<file path="src/rtl/aes_ks_pkg.sv">
// Shared types and constants for the AES-128 key-schedule sequencer.
// Holds the sequencer state enum and the xtime helper used for rcon.
package aes_ks_pkg;

    typedef enum logic [2:0] {
        IDLE,
        LOAD,
        EMIT,
        FEED,
        WAIT,
        CAPTURE,
        DONE,
        ERR
    } ks_state_e;

    localparam int         KEY_BYTES  = 16;
    localparam int         NUM_ROUNDS = 10;
    localparam logic [7:0] RCON_INIT  = 8'h01;
    localparam logic [7:0] RCON_POLY  = 8'h1B;

    function automatic logic [7:0] xtime(input logic [7:0] b);
        return {b[6:0], 1'b0} ^ (b[7] ? RCON_POLY : 8'h00);
    endfunction

endpackage

</file>
<file path="src/rtl/aes_rcon_gen.sv">
// Round-constant generator: loads 0x01 for round 1, then steps via xtime.
// Output is registered and clears to 0x00 on reset (round 0).
module aes_rcon_gen
    import aes_ks_pkg::*;
(
    input  logic       clk,
    input  logic       rst_n,
    input  logic       load_i,
    input  logic       step_i,
    output logic [7:0] rcon_o
);

    logic [7:0] rcon_q;
    logic [7:0] rcon_d;

    always_comb begin
        rcon_d = rcon_q;
        if (load_i) begin
            rcon_d = RCON_INIT;
        end else if (step_i) begin
            rcon_d = xtime(rcon_q);
        end
    end

    always_ff @(posedge clk) begin
        if (!rst_n) begin
            rcon_q <= 8'h00;
        end else begin
            rcon_q <= rcon_d;
        end
    end

    assign rcon_o = rcon_q;

endmodule

</file>
<file path="src/rtl/aes_key_sched_ctrl.sv">
// Byte-serial AES-128 key-schedule sequencer between key port, engine and datapath.
// Optional WAIT timeout is compiled in with AES_KEY_SCHED_TIMEOUT_EN.
module aes_key_sched_ctrl
    import aes_ks_pkg::*;
#(
    parameter int TIMEOUT_CYCLES = 64,
    parameter int CAPTURE_SKIP   = 1
) (
    input  logic       clk,
    input  logic       rst_n,
    input  logic       key_valid,
    input  logic [7:0] key_byte,
    output logic       key_ready,
    output logic       exp_din_valid,
    output logic [7:0] exp_din,
    output logic [7:0] exp_rcon,
    output logic       exp_round_complete,
    input  logic       exp_dout_valid,
    input  logic [7:0] exp_dout,
    output logic       rk_valid,
    output logic [7:0] rk_byte,
    output logic [3:0] rk_round,
    output logic       rk_last,
    input  logic       rk_ready,
    output logic       busy,
    output logic       done,
    output logic       err
);

    localparam int CW = $clog2(CAPTURE_SKIP + KEY_BYTES + 1);
    localparam logic [CW-1:0] CAP_FIRST = CW'(CAPTURE_SKIP);
    localparam logic [CW-1:0] CAP_LAST  = CW'(CAPTURE_SKIP + KEY_BYTES - 1);

    ks_state_e     state_q, state_d;
    logic [7:0]    key_buf_q [KEY_BYTES];
    logic [3:0]    idx_q, idx_d;
    logic [3:0]    round_q, round_d;
    logic [CW-1:0] vcnt_q, vcnt_d;

    logic       key_hs, rk_hs, in_cap, cap_wr, cap_last;
    logic [3:0] cap_idx;
    logic       rcon_load, rcon_step;
    logic       tmo_hit;

    logic       key_ready_q, key_ready_d;
    logic       din_valid_q, din_valid_d;
    logic [7:0] din_q, din_d;
    logic       rcmp_q, rcmp_d;
    logic       rk_valid_q, rk_valid_d;
    logic [7:0] rk_byte_q, rk_byte_d;
    logic [3:0] rk_round_q, rk_round_d;
    logic       rk_last_q, rk_last_d;
    logic       busy_q, busy_d;
    logic       done_q, done_d;

    assign key_hs   = key_valid & key_ready_q;
    assign rk_hs    = rk_valid_q & rk_ready;
    assign in_cap   = (state_q == WAIT) || (state_q == CAPTURE);
    assign cap_wr   = in_cap & exp_dout_valid & (vcnt_q >= CAP_FIRST);
    assign cap_last = cap_wr & (vcnt_q == CAP_LAST);
    assign cap_idx  = 4'(vcnt_q - CAP_FIRST);

`ifdef AES_KEY_SCHED_TIMEOUT_EN
    localparam int TW = $clog2(TIMEOUT_CYCLES + 1);
    logic [TW-1:0] tmo_q;
    logic          err_q;

    // Counter is zero whenever WAIT is entered.
    always_ff @(posedge clk) begin
        if (!rst_n || state_q != WAIT) begin
            tmo_q <= '0;
        end else if (!exp_dout_valid) begin
            tmo_q <= tmo_q + 1'b1;
        end
    end

    assign tmo_hit = (state_q == WAIT) && !exp_dout_valid &&
                     (tmo_q == TW'(TIMEOUT_CYCLES - 1));

    always_ff @(posedge clk) begin
        if (!rst_n) begin
            err_q <= 1'b0;
        end else begin
            err_q <= (state_d == ERR);
        end
    end

    assign err = err_q;
`else
    assign tmo_hit = 1'b0;
    assign err     = 1'b0;
`endif

    always_ff @(posedge clk) begin
        if (!rst_n) begin
            state_q <= IDLE;
            idx_q   <= 4'd0;
            round_q <= 4'd0;
            vcnt_q  <= '0;
        end else begin
            state_q <= state_d;
            idx_q   <= idx_d;
            round_q <= round_d;
            vcnt_q  <= vcnt_d;
        end
    end

    always_ff @(posedge clk) begin
        if (key_hs) begin
            key_buf_q[idx_q] <= key_byte;
        end else if (cap_wr) begin
            key_buf_q[cap_idx] <= exp_dout;
        end
    end

    // idx wraps 15 -> 0 at the end of LOAD, EMIT and FEED.
    always_comb begin
        state_d   = state_q;
        idx_d     = idx_q;
        round_d   = round_q;
        vcnt_d    = vcnt_q;
        rcon_load = 1'b0;
        rcon_step = 1'b0;
        unique case (state_q)
            IDLE: begin
                if (key_hs) begin
                    state_d = LOAD;
                    idx_d   = 4'd1;
                end
            end
            LOAD: begin
                if (key_hs) begin
                    idx_d = idx_q + 4'd1;
                    if (idx_q == 4'd15) begin
                        state_d = EMIT;
                        round_d = 4'd0;
                    end
                end
            end
            EMIT: begin
                if (rk_hs) begin
                    idx_d = idx_q + 4'd1;
                    if (idx_q == 4'd15) begin
                        if (round_q == 4'(NUM_ROUNDS)) begin
                            state_d = DONE;
                        end else begin
                            state_d   = FEED;
                            round_d   = round_q + 4'd1;
                            rcon_load = (round_q == 4'd0);
                            rcon_step = (round_q != 4'd0);
                        end
                    end
                end
            end
            FEED: begin
                idx_d = idx_q + 4'd1;
                if (idx_q == 4'd15) begin
                    state_d = WAIT;
                    vcnt_d  = '0;
                end
            end
            WAIT: begin
                if (exp_dout_valid) begin
                    state_d = CAPTURE;
                    vcnt_d  = vcnt_q + 1'b1;
                end else if (tmo_hit) begin
                    state_d = ERR;
                end
            end
            CAPTURE: begin
                if (exp_dout_valid) begin
                    vcnt_d = vcnt_q + 1'b1;
                    if (cap_last) begin
                        state_d = EMIT;
                        idx_d   = 4'd0;
                    end
                end
            end
            default: begin
            end
        endcase
    end

    always_comb begin
        key_ready_d = (state_d == IDLE) || (state_d == LOAD);
        busy_d      = !(state_d inside {IDLE, DONE, ERR});
        done_d      = (state_d == DONE);
        rcmp_d      = (state_d == WAIT) || (state_d == CAPTURE);
        din_valid_d = (state_q == FEED);
        din_d       = (state_q == FEED) ? key_buf_q[idx_q] : 8'h00;
        rk_valid_d  = (state_q == EMIT) && !(rk_hs && idx_q == 4'd15);
        rk_byte_d   = rk_valid_d ? key_buf_q[idx_d] : 8'h00;
        rk_last_d   = rk_valid_d && (idx_d == 4'd15);
        rk_round_d  = rk_round_q;
        if (state_d == EMIT && state_q != EMIT) begin
            rk_round_d = round_d;
        end
    end

    always_ff @(posedge clk) begin
        if (!rst_n) begin
            key_ready_q <= 1'b0;
            din_valid_q <= 1'b0;
            din_q       <= 8'h00;
            rcmp_q      <= 1'b0;
            rk_valid_q  <= 1'b0;
            rk_byte_q   <= 8'h00;
            rk_round_q  <= 4'd0;
            rk_last_q   <= 1'b0;
            busy_q      <= 1'b0;
            done_q      <= 1'b0;
        end else begin
            key_ready_q <= key_ready_d;
            din_valid_q <= din_valid_d;
            din_q       <= din_d;
            rcmp_q      <= rcmp_d;
            rk_valid_q  <= rk_valid_d;
            rk_byte_q   <= rk_byte_d;
            rk_round_q  <= rk_round_d;
            rk_last_q   <= rk_last_d;
            busy_q      <= busy_d;
            done_q      <= done_d;
        end
    end

    aes_rcon_gen u_rcon (
        .clk    (clk),
        .rst_n  (rst_n),
        .load_i (rcon_load),
        .step_i (rcon_step),
        .rcon_o (exp_rcon)
    );

    assign key_ready          = key_ready_q;
    assign exp_din_valid      = din_valid_q;
    assign exp_din            = din_q;
    assign exp_round_complete = rcmp_q;
    assign rk_valid           = rk_valid_q;
    assign rk_byte            = rk_byte_q;
    assign rk_round           = rk_round_q;
    assign rk_last            = rk_last_q;
    assign busy               = busy_q;
    assign done               = done_q;

endmodule

</file>
<file path="config.mk">
export PLATFORM = sky130hd
export DESIGN_NAME = aes_key_sched_ctrl
export DESIGN_NICKNAME = d
export VERILOG_FILES = /design/src/rtl/aes_ks_pkg.sv /design/src/rtl/aes_rcon_gen.sv /design/src/rtl/aes_key_sched_ctrl.sv
export SDC_FILE = /design/constraint.sdc
export NUM_CORES = 1
export LEC_CHECK = 0
export CAP_MARGIN = 25
export CORE_MARGIN = 2
export CORE_UTILIZATION = 55
export CTS_CLUSTER_DIAMETER = 30
export CTS_CLUSTER_SIZE = 8
export DETAILED_ROUTE_END_ITERATION = 6
export GPL_ROUTABILITY_DRIVEN = 0
export PLACE_DENSITY = 0.79
export SETUP_SLACK_MARGIN = 0.4
export SKIP_CTS_REPAIR_TIMING = 1
export SLEW_MARGIN = 10
export SYNTH_ARGS = -nofsm -noshare
export SYNTH_HDL_FRONTEND = slang
export SYNTH_HIERARCHICAL = 1
export SYNTH_SLANG_ARGS = --single-unit
</file>
<file path="constraint.sdc">
create_clock -name clk -period 4.05 [get_ports clk]
set_input_delay 0.6075 -clock clk [delete_from_list [all_inputs] [get_ports clk]]
set_output_delay 0.6075 -clock clk [all_outputs]
set_load 0.02 [all_outputs]
</file>
# Word-level counts from Yosys, hierarchy flattened
# Memories as Yosys holds them, arrays and structs flattened. A register that Yosys moved wholly into a read port is not among the register bits.
# Index checks and enable logic that the tools add are counted.
dict set report totals {
  wordCells 114
  n_memories 1
  ram_bits 128
  inputBits 21
  reg_bits 35
}
# name depth word_bits read_ports rd_clocked_by_memory_dff wr line_no
set mem_list {}
lappend mem_list {key_buf_q 16 8 2 2 1 aes_key_sched_ctrl.sv:35} ;# logic [7:0] key_buf_q [KEY_BYTES];
dict set report op_classes {
  magnitude_cmp 1
  n_bitwise 7
  n_addsub 4
  reduce_logical 24
  eq_ne 18
  mux 45
}
# cell n
set ops {}
lappend ops {{2-to-1 mux 4 bit} 11}
lappend ops {{2-to-1 mux 3 bit} 10}
lappend ops {{one-hot mux 4 bit (5 select lines)} 1}
lappend ops {{== test 3 bit (second input constant)} 6}
lappend ops {{one-hot mux 3 bit (6 select lines)} 1}
lappend ops {{2-to-1 mux 1 bit} 16}
lappend ops {{2-to-1 mux 5 bit} 3}
lappend ops {{== test 4 bit (second input constant)} 3}
lappend ops {{one-hot mux 5 bit (2 select lines)} 1}
lappend ops {{== test 3 x 2 -> 1 bit (second input constant)} 3}
lappend ops {{adder 4 x 1 -> 4 bit (second input constant)} 2}
lappend ops {{2-to-1 mux 8 bit} 1}
lappend ops {{one-hot mux 4 bit (2 select lines)} 1}
lappend ops {{OR reduction 8 bit} 1}
lappend ops {{bitwise XOR 8 x 5 -> 8 bit} 1}
lappend ops {{== test 3 x 1 -> 1 bit (second input constant)} 2}
lappend ops {{zero test 3 bit} 2}
lappend ops {{adder 5 x 1 -> 5 bit (second input constant)} 1}
lappend ops {{bitwise AND 1 bit} 5}
lappend ops {{== test 5 bit (second input constant)} 1}
lappend ops {{>= comparator 5 x 1 -> 1 bit (second input constant)} 1}
lappend ops {{logical AND 1 bit} 4}
lappend ops {{zero test 1 bit} 4}
lappend ops {{zero test 4 bit} 1}
lappend ops {{other kinds (11)} 17}

# Longest topological paths before layout
dict set report logic_depth {
  depth_word 11
  mapped_depth 13
  mapped_depth_nobuf 10
}

# Cells and area by module
# The synthesis kept the hierarchy.
# mod area_per_inst_um2 cells_each n_inst
set by_module_without_submodules {}
lappend by_module_without_submodules {aes_key_sched_ctrl 8366.8 619 1}
lappend by_module_without_submodules {aes_rcon_gen 305.3 29 1}

# Least setup slack after synthesis
# No wires, ideal clock.
dict set report synth_path {
  path_type {input to register}
  startpoint {input key_valid}
  endpoint {register rk_byte_q[4], in the netlist rk_byte[4] (read register of key_buf_q)}
  t_required_ps 3916
  arrival_time_ps 2579
  path_stages 12
  slack_ps 1336
  path_cell_list {and2_1 > buf_2 > inv_2 > ha_1 > a21oi_1 > o211ai_2 > and2_1 > buf_2 > clkbuf_1 > a32oi_1 > a32oi_1 > o221ai_1}
}
dict set report synth_via {
  elab_chain_len 3
}
# item line_no
set synth_lines {}
lappend synth_lines {{start: declaration} aes_key_sched_ctrl.sv:11} ;# input logic key_valid,
lappend synth_lines {{bitwise AND 1 bit (*)} aes_key_sched_ctrl.sv:56} ;# assign key_hs = key_valid & key_ready_q;
lappend synth_lines {{2-to-1 mux 4 bit, on equally long branches} {aes_key_sched_ctrl.sv:132, aes_key_sched_ctrl.sv:126}}
lappend synth_lines {{one-hot mux 4 bit (5 select lines) (*)} aes_key_sched_ctrl.sv:124} ;# unique case (state_q)
lappend synth_lines {{end: declaration} aes_key_sched_ctrl.sv:50} ;# logic [7:0] rk_byte_q, rk_byte_d;
# Mark *: on every way between the ends. The rest lies on a longest branch, timed or not.
# A chain may end at the register's enable or synchronous reset.

# Worst setup path after layout
dict set report layout_path {
  startpoint {register state_q[2]}
  endpoint {memory key_buf_q[8][3], enable pin}
}
dict set report layout_via {
  elab_chain_len 9
}
# item line_no
set layout_lines {}
lappend layout_lines {{start: declaration} aes_key_sched_ctrl.sv:34} ;# ks_state_e state_q, state_d;
lappend layout_lines {{start signal: assignment} aes_key_sched_ctrl.sv:101} ;# state_q <= state_d;
lappend layout_lines {{== test 3 bit} aes_key_sched_ctrl.sv:58} ;# assign in_cap = (state_q == WAIT) || (state_q == CAPTURE);
lappend layout_lines {{logical OR 1 bit (*)} aes_key_sched_ctrl.sv:58}
lappend layout_lines {{bitwise AND 1 bit (*) (2 in series)} aes_key_sched_ctrl.sv:59} ;# assign cap_wr = in_cap & exp_dout_valid & (vcnt_q >= CAP_FIRST);
lappend layout_lines {{2-to-1 mux 1 bit (*)} aes_key_sched_ctrl.sv:111} ;# end else if (cap_wr) begin
lappend layout_lines {{2-to-1 mux 1 bit (*)} aes_key_sched_ctrl.sv:109} ;# if (key_hs) begin
lappend layout_lines {{2-to-1 mux 1 bit (implied by the code) (*)} aes_key_sched_ctrl.sv:112} ;# key_buf_q[cap_idx] <= exp_dout;
lappend layout_lines {{OR reduction 8 bit (no source line)} n/a}
lappend layout_lines {{2-to-1 mux 4 bit (no source line) / 2-to-1 mux 1 bit (equally long branches)} n/a}
lappend layout_lines {{end: declaration} aes_key_sched_ctrl.sv:35}
# Marked as above.

==> metrics.txt <==
Worst-path clk slew 60 ps; cell depth of the worst hold path 1; Port-buffer cells 55; HP Class reg -> reg; final hold viol count 0; Largest stage delay, worst path 790 ps; PwrDens 396 nW/um^2; gr ovfl total 0; relative slew slack 38.9%; critical path class reg -> reg; TritonCTS clock tree yes; Syn-to-layout area delta 17.6%; Hold Path End rk_round[2]; Initial Utilization 56.6%; GRT Overall Usage 27.1%; die area 16,800 sq um; CTS H-tree lvls 4; WL final 21,600 um; DR vias 6,088; Antenna Cells 0; asr flop ratio synth 0%; YS warnings 6; Max rail drop VDD 0.363 mV; R2R setup slack 820 ps; worst flop-to-flop path endpoint key_buf_q[8][3]; Final HPWL DP 14,400 um; Die Wd 130 um; top post-synthesis cells by count 128 x edfxtp_1, 51 x dfxtp_1, 45 x nand2_1; global-route wire length before repair 33,600 um; share of cells above drive strength 1 20.2%; fmax 0.310 GHz; Skew-Pair Late Insertion Delay 430 ps; syn avg cell area 13.4 sq um; total CTS buffers 17; boundary pin count 57; share of the synthesized area in the top cell type 44.3%; vias in the first global route 6,180; setup TNS 0 ps; antenna-violating nets left 0; most numerous cell in the Yosys netlist edfxtp_1; Final Cell Area 10,200 sq um; worst-path cell chain nor2b_1, nand2_1, nor3_2, nor2_1, a21oi_1, nand2_1, nor2_1; largest net degree at the start of global routing 60; Layout Nets 746; placed insts 908; Worst setup SP type flip-flop; Root Buffer Master clkbuf_16; Iteration-0 DRC Markers 741; core box area 15,300 sq um; Leakage 0.00347 uW; Setup-failing EPs final 0; cell count of the worst reg-to-reg path 7; post-placement cell area 9550 sq um; Pre-antenna DRT Iters 7; register area share after synthesis 56.1%; slew at the pin closest to its max-slew limit 912 ps; fin. max-slew vios 0; initial antenna violation count 0; Critical Path AT 3280 ps; dominant synthesized flop cell edfxtp_1; Final Critical Period 3230 ps; register bit count reported by yosys 179; Synth Instances 648; Finished Layout Cells 940; Worst path slowest cell dfxtp_1; FF-to-FF Start state_q[2]; DIE HEIGHT 130 um; largest area contributor in the netlist edfxtp_1; fin crit share 79.8%; min-delay src rk_round[2]; Max-Cap Viols 0; status finished, violations left; synth unique cells 65; RSZ-0062 raised after global routing no; CTS Buffer Depth 2; Post-synth EDFFs 128; critical path required time 4100 ps; Clock Sinks 179; mean routed wirelength per cell 22.9 um; ranking of synthesized cells by area edfxtp_1 44%, dfxtp_1 12%, mux4_2 10%; num rows 45; worst-case clock skew 12.0 ps; violated checks design-rule violations; syn_nets 678; Max FO, Critical Path 20; Cell Area, Synth 8670 sq um; filler cell count 1,089; DR vias/cell 6.48; DRC 4; Critical Path Sink Type flip-flop
[power breakdown]
part,switching [uW],internal [uW]
Combinational,158,120
Sequential,7.77,1970
Clock,726,1050
Total,892,3140
[cells in the final DEF (no fill, tap or decap), types with 4 or more instances in the layout]
cell             instances
nand4_1                 13
a221o_1                 12
o211ai_1                12
mux4_2                  40
clkbuf_16               17
mux2_2                  23
inv_1                   13
bufinv_16                4
nor2b_1                 19
mux2i_1                 20
a32oi_1                  9
nor3_1                   4
a211o_1                 16
ha_1                     9
nor2_1                  38
o21ai_0                 13
edfxtp_1               128
xor2_1                   4
a31oi_1                  6
and2_1                   6
and3_1                  24
xnor2_1                  5
a211oi_1                 4
nand2_1                 45
clkdlybuf4s50_1         55
a21o_1                   5
a22oi_1                  4
a21oi_1                 25
buf_4                   32
dfxtp_1                 50
nand3_1                 13
[flip-flops by register name, summed over array words and instances (netlist names), 4 cells and up]
signal         cells
key_buf_q        128
exp_din            8
rk_byte            8
u_rcon/rcon_o      8
vcnt_q             5
idx_q              4
rk_round           4
round_q            4
[layer usage]
| metal | track usage (%) | vias up | part of all wire (%) |
|---|---|---|---|
| li1 | - | 2684 | - |
| met1 | 35.1 | 2976 | 39 |
| met2 | 43.8 | 362 | 48 |
| met3 | 6.52 | 66 | 8.8 |
| met4 | 12.1 | 0 | 3.9 |
| met5 | 0 | - | 0 |
[how the worst max path moves through the flow]
stage                from               to  slack, ps  cells past startpoint
6_report       state_q[2]  key_buf_q[8][3]        820                      7
4_1_cts        state_q[2]  key_buf_q[8][3]        930                      7
5_1_grt        state_q[2]  key_buf_q[8][3]        550                      7
3_5_place_dp    key_valid       rk_byte[3]        570                     10
2_1_floorplan   key_valid       rk_byte[4]       1340                     12
3_3_place_gp    key_valid       rk_byte[3]        670                     10
[area by class of cell]
class,instances,area [sq um],share of cell area (%)
clock inverters,15,220,2.16
flip-flops and latches,179,4870,47.7
multi-input cells,414,3550,34.8
clock buffers,17,425,4.17
repair buffers,88,811,7.95
well taps,211,264,2.59
inverters,16,60.1,0.589
[per-stage QoR]
step	utilization (%)	hold WS [ps]	worst slack, ps	total power, uW
global placement	62.4	483	673	2280
detailed placement	62.4	486	572	2290
floorplan	-	523	1340	2200
finish	66.6	498	820	4040
global route	66.6	522	546	4150
CTS	66.6	502	926	4050
[worst max-delay path: cells and delay by family, from the launching register on]
kind            cells  cell delay (ps)
simple gates        6             1870
flops               1              790
compound gates      1              190
[cells by family (layout without fill, tap and decap cells)]
kind of cell | count (synthesis) | in the layout | share of synthesized area [%]
AND/OR/NAND/NOR | 180 | 180 | 11.0
flip-flops | 179 | 179 | 56.1
AO/OA/AOI/OAI | 132 | 132 | 12.0
multiplexers | 83 | 83 | 15.7
buffers and inverters | 55 | 136 | 2.99
adder cells (fa/ha/maj) | 9 | 9 | 1.30
XOR/XNOR | 9 | 9 | 0.909
other | 1 | 1 | 0.0432
Power figures use the tool's default switching activity.
